### src/rtl/nms_frame_sequencer.sv
// Frame sequencer in front of the NMS stage: primes a zero row, streams the frame with zero
// substitution on source underrun, flushes the NMS pipeline and tags each decision with (x,y).
module nms_frame_sequencer #(
   parameter int WIDTH   = 640,
   parameter int HEIGHT  = 480,
   parameter int NMS_LAT = 644
) (
   input  logic                       i_clk,
   input  logic                       i_rst_n,
   input  logic                       i_start,
   input  logic                       s_valid,
   output logic                       s_ready,
   input  logic [7:0]                 s_score,
   input  logic                       s_flag,
   input  logic [9:0]                 s_depth,
   output logic                       nms_valid,
   output logic [7:0]                 nms_score,
   output logic                       nms_flag,
   output logic [9:0]                 nms_depth,
   input  logic [7:0]                 nms_o_score,
   input  logic                       nms_o_flag,
   input  logic [9:0]                 nms_o_depth,
   output logic                       m_valid,
   output logic                       m_flag,
   output logic [7:0]                 m_score,
   output logic [9:0]                 m_depth,
   output logic [$clog2(WIDTH)-1:0]   m_x,
   output logic [$clog2(HEIGHT)-1:0]  m_y,
   output logic                       m_last,
   output logic                       o_busy,
   output logic                       o_done,
   output logic                       o_underrun,
   output logic [15:0]                o_kp_count
);

   localparam int NPIX = WIDTH * HEIGHT;
   localparam int CNTW = $clog2(NPIX + NMS_LAT + 1);
   localparam int XW   = $clog2(WIDTH);
   localparam int YW   = $clog2(HEIGHT);

   localparam logic [CNTW-1:0] PRIME_LAST = CNTW'(WIDTH - 1);
   localparam logic [CNTW-1:0] RUN_LAST   = CNTW'(NPIX - 1);
   localparam logic [CNTW-1:0] FLUSH_LAST = CNTW'(NPIX + NMS_LAT - 1);
   localparam logic [CNTW-1:0] CAP_FIRST  = CNTW'(NMS_LAT - 1);
   localparam logic [CNTW-1:0] CAP_LAST   = CNTW'(NPIX + NMS_LAT - 2);
   localparam logic [XW-1:0]   X_LAST     = XW'(WIDTH - 1);
   localparam logic [YW-1:0]   Y_LAST     = YW'(HEIGHT - 1);

   typedef enum logic [2:0] {
      IDLE,
      PRIME,
      RUN,
      FLUSH,
      DONE
   } state_t;

   state_t            state_q, state_d;
   logic [CNTW-1:0]   cnt_q, cnt_d;
   logic [XW-1:0]     x_q, x_d;
   logic [YW-1:0]     y_q, y_d;
   logic              underrun_q, underrun_d;
   logic [15:0]       kpCount_q, kpCount_d;
   logic              passPix;
   logic              capture;

   logic              mValid_q, mFlag_q, mLast_q;
   logic [7:0]        mScore_q;
   logic [9:0]        mDepth_q;
   logic [XW-1:0]     mX_q;
   logic [YW-1:0]     mY_q;

   assign s_ready   = (state_q == RUN);
   assign nms_valid = (state_q == PRIME) || (state_q == RUN) || (state_q == FLUSH);
   assign passPix   = s_ready && s_valid;
   assign nms_score = passPix ? s_score : 8'd0;
   assign nms_flag  = passPix && s_flag;
   assign nms_depth = passPix ? s_depth : 10'd0;

   // cnt_q runs on from RUN into FLUSH, so decision k sits on the NMS outputs at cnt_q == k+NMS_LAT-1.
   assign capture = ((state_q == RUN) || (state_q == FLUSH)) &&
                    (cnt_q >= CAP_FIRST) && (cnt_q <= CAP_LAST);

   always_comb begin
      state_d    = state_q;
      cnt_d      = cnt_q;
      x_d        = x_q;
      y_d        = y_q;
      underrun_d = underrun_q;
      kpCount_d  = kpCount_q;
      unique case (state_q)
         IDLE: begin
            if (i_start) begin
               state_d    = PRIME;
               cnt_d      = '0;
               x_d        = '0;
               y_d        = '0;
               underrun_d = 1'b0;
               kpCount_d  = 16'd0;
            end
         end
         PRIME: begin
            if (cnt_q == PRIME_LAST) begin
               state_d = RUN;
               cnt_d   = '0;
            end else begin
               cnt_d = cnt_q + 1'b1;
            end
         end
         RUN: begin
            cnt_d = cnt_q + 1'b1;
            if (!s_valid) begin
               underrun_d = 1'b1;
            end
            if (cnt_q == RUN_LAST) begin
               state_d = FLUSH;
            end
         end
         FLUSH: begin
            if (cnt_q == FLUSH_LAST) begin
               state_d = DONE;
               cnt_d   = '0;
            end else begin
               cnt_d = cnt_q + 1'b1;
            end
         end
         DONE: begin
            state_d = IDLE;
         end
         default: begin
            state_d = IDLE;
         end
      endcase
      if (capture) begin
         if (x_q == X_LAST) begin
            x_d = '0;
            y_d = (y_q == Y_LAST) ? '0 : y_q + 1'b1;
         end else begin
            x_d = x_q + 1'b1;
         end
         if (nms_o_flag && (kpCount_q != 16'hFFFF)) begin
            kpCount_d = kpCount_q + 1'b1;
         end
      end
   end

   always_ff @(posedge i_clk or negedge i_rst_n) begin
      if (!i_rst_n) begin
         state_q    <= IDLE;
         cnt_q      <= '0;
         x_q        <= '0;
         y_q        <= '0;
         underrun_q <= 1'b0;
         kpCount_q  <= 16'd0;
      end else begin
         state_q    <= state_d;
         cnt_q      <= cnt_d;
         x_q        <= x_d;
         y_q        <= y_d;
         underrun_q <= underrun_d;
         kpCount_q  <= kpCount_d;
      end
   end

   always_ff @(posedge i_clk or negedge i_rst_n) begin
      if (!i_rst_n) begin
         mValid_q <= 1'b0;
         mFlag_q  <= 1'b0;
         mScore_q <= 8'd0;
         mDepth_q <= 10'd0;
         mX_q     <= '0;
         mY_q     <= '0;
         mLast_q  <= 1'b0;
      end else begin
         mValid_q <= capture;
         mFlag_q  <= capture && nms_o_flag;
         mScore_q <= (capture && nms_o_flag) ? nms_o_score : 8'd0;
         mDepth_q <= (capture && nms_o_flag) ? nms_o_depth : 10'd0;
         mX_q     <= capture ? x_q : '0;
         mY_q     <= capture ? y_q : '0;
         mLast_q  <= capture && (x_q == X_LAST) && (y_q == Y_LAST);
      end
   end

   assign m_valid    = mValid_q;
   assign m_flag     = mFlag_q;
   assign m_score    = mScore_q;
   assign m_depth    = mDepth_q;
   assign m_x        = mX_q;
   assign m_y        = mY_q;
   assign m_last     = mLast_q;
   assign o_busy     = (state_q != IDLE);
   assign o_done     = (state_q == DONE);
   assign o_underrun = underrun_q;
   assign o_kp_count = kpCount_q;

endmodule

### config.mk
export PLATFORM = sky130hd
export DESIGN_NAME = nms_frame_sequencer
export DESIGN_NICKNAME = d
export VERILOG_FILES = /design/src/rtl/nms_frame_sequencer.sv
export SDC_FILE = /design/constraint.sdc
export NUM_CORES = 1
export LEC_CHECK = 0
export ABC_AREA = 1
export BUFFER_PORTS_ARGS = -buffer_cell sky130_fd_sc_hd__buf_2
export CORE_MARGIN = 2
export CORE_UTILIZATION = 55
export CTS_CLUSTER_SIZE = 10
export DETAILED_ROUTE_END_ITERATION = 8
export MAX_ROUTING_LAYER = met4
export PLACE_DENSITY_LB_ADDON = 0.2
export SYNTH_ARGS = -nofsm -noshare
export SYNTH_HDL_FRONTEND = slang
export SYNTH_SLANG_ARGS = --single-unit
### constraint.sdc
create_clock -name i_clk -period 2.1 [get_ports i_clk]
set_clock_uncertainty 0.15 [all_clocks]
set_input_delay 0.42 -clock i_clk [delete_from_list [all_inputs] [get_ports i_clk]]
set_output_delay 0.42 -clock i_clk [all_outputs]
set_load 0.05 [all_outputs]
# --- After elaboration in Yosys (flattened, before gate mapping) ---
# Cells that the tools add are included.
totals:
  register_bits: 98
  inputBits: 42
  word_cells: 86
classes:
  addsub: 4
  eq_ne: 15
  n_lt_le_gt_ge: 2
  muxes: 31
  n_reduce_logical: 21
op_table:
  columns: ["operator", "count"]
  rows:
  - ["$pmux W19 S4", 1]
  - ["$mux W10", 7]
  - ["$mux W16", 4]
  - ["$mux W19", 3]
  - ["$mux W9", 6]
  - ["$eq A19 B19 Y1 const B", 2]
  - ["$add A19 B1 Y19 const B", 1]
  - ["$eq A19 B10 Y1 const B", 1]
  - ["$ge A19 B10 Y1 const B", 1]
  - ["$le A19 B19 Y1 const B", 1]
  - ["$add A16 B1 Y16 const B", 1]
  - ["$mux W8", 2]
  - ["$ne A16 B16 Y1 const B", 1]
  - ["$mux W3", 4]
  - ["$pmux W3 S4", 1]
  - ["$add A10 B1 Y10 const B", 1]
  - ["$eq A10 B10 Y1 const B", 1]
  - ["$add A9 B1 Y9 const B", 1]
  - ["$eq A9 B9 Y1 const B", 1]
  - ["$logic_and A1 B1 Y1", 8]
  - ["$eq A3 B2 Y1 const B", 2]
  - ["$ne A2 B1 Y1 const B", 3]
  - ["$reduce_bool A2 Y1", 3]
  - ["$ne A2 B2 Y1 const B", 2]
  - ["11 further kinds", 15]

# --- Longest topological paths before layout ---
logic_depth:
  word_depth: 6
  ltp_mapped: 13
  ltp_nobuf: 12

# --- Least setup slack after synthesis ---
# No wires, ideal clock.
synth_timing:
  path_type: "register -> output"
  start: "reg state_q[2]"
  end: "out nms_depth[0]"
  path_buffers: 1
  stages_incl_launch_ff: 7
  required_time_ns: 1.530
  path_slack_ns: -0.958
  arrival_time_ns: 2.488
  path_cell_list: "dfrtp_1 inv_2 nand2_1 nor2_2 nand2_1 clkbuf_1 nor2_1"
synth_via:
  elab_chain_cells: 3
synth_rtl:
  columns: ["element", "line_no", "text"]
  rows:
  - ["start: declaration", "57", "state_t state_q, state_d;"]
  - ["start signal: assignment", "155", "state_q <= state_d;"]
  - ["$eq A3 B2 Y1", "72", "assign s_ready = (state_q == RUN);"]
  - ["net s_ready", "12", "output logic s_ready,"]
  - ["$logic_and A1 B1 Y1", "74", "assign passPix = s_ready && s_valid;"]
  - ["$mux W10", "77", "assign nms_depth = passPix ? s_depth : 10'd0;"]
  - ["end: declaration", "19", "output logic [9:0] nms_depth,"]
# The timed path passes the listed nets, and every way through them passes these cells.

# --- Final worst setup path ---
layout_timing:
  start: "reg state_q[0]"
  end: "out nms_depth[2]"
layout_via:
  elab_chain_cells: 3
layout_rtl:
  columns: ["element", "line_no"]
  rows:
  - ["$eq A3 B2 Y1", "72"]
  - ["$logic_and A1 B1 Y1", "74"]
  - ["$mux W10", "77"]
# No other way between the ends.

==> qor.yml <==
run_status:
  status: "finished, violations left"
  violations: "negative setup slack"
global_routing:
  antenna_found_initial: 0
  grt_max_degree: 45
  grt_pass1_vias: 5133
  grt_overflow: 0
  grt_use_total_pct: 27.2
  grt_first_pass_wirelength_microns: 23800
worst_setup_path:
  cp_data_arrival_time_ps: 1580
  r2r_end: "cnt_q[10]$_DFFE_PN0P_"
  crit_path_max_fanout: 5
  worstSetupEndpointType: "output pin"
  worstReg2RegStart: "cnt_q[1]$_DFFE_PN0P_"
  r2r_slack_ps: 140
  required_ps: 1530
  critical_path_class: "reg -> out"
  worstRegToRegCells: 11
  startpoint_type: "flip-flop"
detailed_routing:
  drtIter0Drc: 351
  wl_per_cell_microns: 13.8
  firstDrtPassIters: 5
  ant_nets: 0
  drc_errors: 0
  avgViaCountPerCell: 5.22
  routed_wl_microns: 14200
  vias: 5383
power_and_ir_drop:
  p_switching_uw: 765
  clockPowerShare_pct: 35.9
  leakage_nw: 3.88
  comb_power_share_pct: 4.6
  swShare_pct: 24.1
  peakVddDrop_mv: 0.429
  power_mw: 3.17
  powerDensity_nw_per_um2: 443
  power.internal_mw: 2.41
  power_frac_seq_pct: 59.5
logic_synthesis:
  yosys_most_used_dff: "dfrtp_1"
  syn-cell-area_sq_um: 5590
  ys_seq_area_share_pct: 43.9
  synth-adder-area-share_pct: 1.12
  synth_nets: 793
  synthCells: 746
  yosys-mux-area-fraction_pct: 0
  synth-simple-area-share_pct: 35.2
  synth_warnings: 0
  synth_top_family_by_area: "simple AND/OR/NAND/NOR gates"
  synth_edf_count: 0
  synth_compound_area_share_pct: 5.42
  yosysUniqueCellTypes: 37
  ys_ff_latch: 98
  synth-xor-area-share_pct: 4.39
  synth_area_per_cell_sq_um: 7.49
  async_reset_ff_share_pct: 100
min_path:
  whs_path_depth: 3
  hp-class: "in -> reg"
  hold_path.startpoint: "nms_o_score[2]"
  whs_endpoint: "m_score[2]$_DFF_PN0_"
cells_and_area:
  antenna_cells: 0
  area_delta_synth_final_pct: 28.2
  drive_gt1_share_pct: 28.1
  final_cell_mix: "nand2_1, buf_2, nor2_1"
  final_nets: 941
  final_common_cell: "nand2_1"
floorplan:
  top_level_ports: 122
  core_area_sq_um: 9820
  die_w_microns: 105
  die_area_sq_um: 11000
  rows: 36
  start_util_pct: 56.9
  dieHeight_microns: 105
placed_design:
  place_ws_ps: -17.8
  place_hpwl_microns: 9680
  place_congestion: 0.962
  portBuffers: 121
timing:
  setup_slack_ps: -49.6
  period_minus_slack_ps: 2150
  slew_headroom_pct: 69.7
  hold_viol: 0
  drv_slew: 0
  tightest_slew_ps: 455
  setup_viol: 20
  rsz0062_at_grt: "true"
  finalCritPeriodShare_pct: 102
  fmax_mhz: 465
clock_tree:
  cts_sinks: 98
  clk_pin_slew_ps: 90
  cts_tree: "built"
  cts_buffer_depth: 2
  clk_latency_ps: 370
  htree_levels: 3
  root_buffer: "clkbuf_8"
  cts_made_buffers: 9
flow_run:
  maxCapViolCount: 0
## power groups by stage
| stage | Clock, mW | Combinational, mW | Sequential (mW) |
|---|---|---|---|
| 2_1_floorplan | 0 | 0.0362 | 1.93 |
| 3_3_place_gp | 0 | 0.130 | 1.92 |
| 3_5_place_dp | 0 | 0.133 | 1.92 |
| 4_1_cts | 1.17 | 0.142 | 1.89 |
| 5_1_grt | 1.26 | 0.164 | 1.89 |
| 6_report | 1.14 | 0.145 | 1.89 |
## per-layer routing
layer	vias to the layer above	wire length, microns	GRT usage (%)
met5	-	0	-
met4	0	146	6.00
met1	2479	6290	36.3
li1	2633	-	-
met3	18	1060	4.80
met2	253	6710	43.7
## area by class of cell
cell class | count | area [sq um]
tap | 133 | 166
sequential | 98 | 2460
clock buffer | 11 | 141
inverter | 106 | 400
fill | 797 | 2650
multi-input combinational | 522 | 2840
timing repair buffer | 157 | 1120
clock inverter | 5 | 36.3
## cells by family after synthesis
family	Yosys count
XOR/XNOR	28
AO/OA/AOI/OAI	49
adder cells (fa/ha/maj)	5
buffers and inverters	129
AND/OR/NAND/NOR	437
flip-flops	98
## registers in the layout (all words and copies together) (netlist names)
| signal | count |
|---|---|
| state_q | 3 |
| m_score | 8 |
| m_last | 1 |
| m_flag | 1 |
| m_y | 9 |
| o_kp_count | 16 |
| y_q | 9 |
| x_q | 10 |
| m_valid | 1 |
| m_depth | 10 |
| m_x | 10 |
| cnt_q | 19 |
| o_underrun | 1 |
## worst max-delay path, stage by stage (launching register included)
cell,delay (ps)
dfrtp_1,420
inv_2,100
nand2_4,70
nor2_4,100
buf_12,160
nand2_4,110
nor2_4,120
buf_6,160
## through the flow
step           util (%)  instances  hold slack, ps  TNS, ps  cell area [sq um]
3_3_place_gp       67.1       1003             239        0               6590
4_1_cts            71.8       1029             101     -128               7050
3_5_place_dp       67.1       1003             244    -25.2               6590
5_1_grt            73.0       1032            99.1    -1830               7170
6_report           73.0       1032             115     -723               7170
2_1_floorplan         -        746           -25.6    -3470               5720
## cells in the mapped netlist, types with 5 or more instances
master | number | area, sq um
buf_4 | 10 | 75.1
o21ai_0 | 27 | 135
nand2_2 | 6 | 37.5
inv_1 | 95 | 357
ha_1 | 5 | 62.6
nand3_1 | 85 | 425
dfrtp_1 | 98 | 2450
nand2_1 | 169 | 634
nor2_2 | 13 | 81.3
nor3_1 | 8 | 40.0
nand4_1 | 19 | 119
xnor2_1 | 10 | 87.6
xor2_1 | 18 | 158
a21oi_1 | 5 | 25.0
o31ai_1 | 7 | 52.6
nor2_1 | 122 | 458
inv_2 | 11 | 41.3
## timing repair
action	CTS	global route
endpoints found under the setup margin	21	72
hold endpoints to repair	31	0
buffers inserted	6	3
pin swaps	3	1
gates cloned	3	0
hold buffers	1	0
resized for setup	52	25
## worst max-delay path by stage
stage                                start      endpoint  slack [ps]
floorplan           state_q[2]$_DFFE_PN0P_  nms_depth[0]        -220
global placement    state_q[0]$_DFFE_PN0P_  nms_depth[0]          70
detailed placement  state_q[0]$_DFFE_PN0P_  nms_score[3]         -20
CTS                 state_q[0]$_DFFE_PN0P_  nms_score[6]         -20
global route        state_q[0]$_DFFE_PN0P_  nms_score[3]        -110
finish              state_q[0]$_DFFE_PN0P_  nms_depth[2]         -50
No activity file was read; power rests on OpenSTA's default activity.
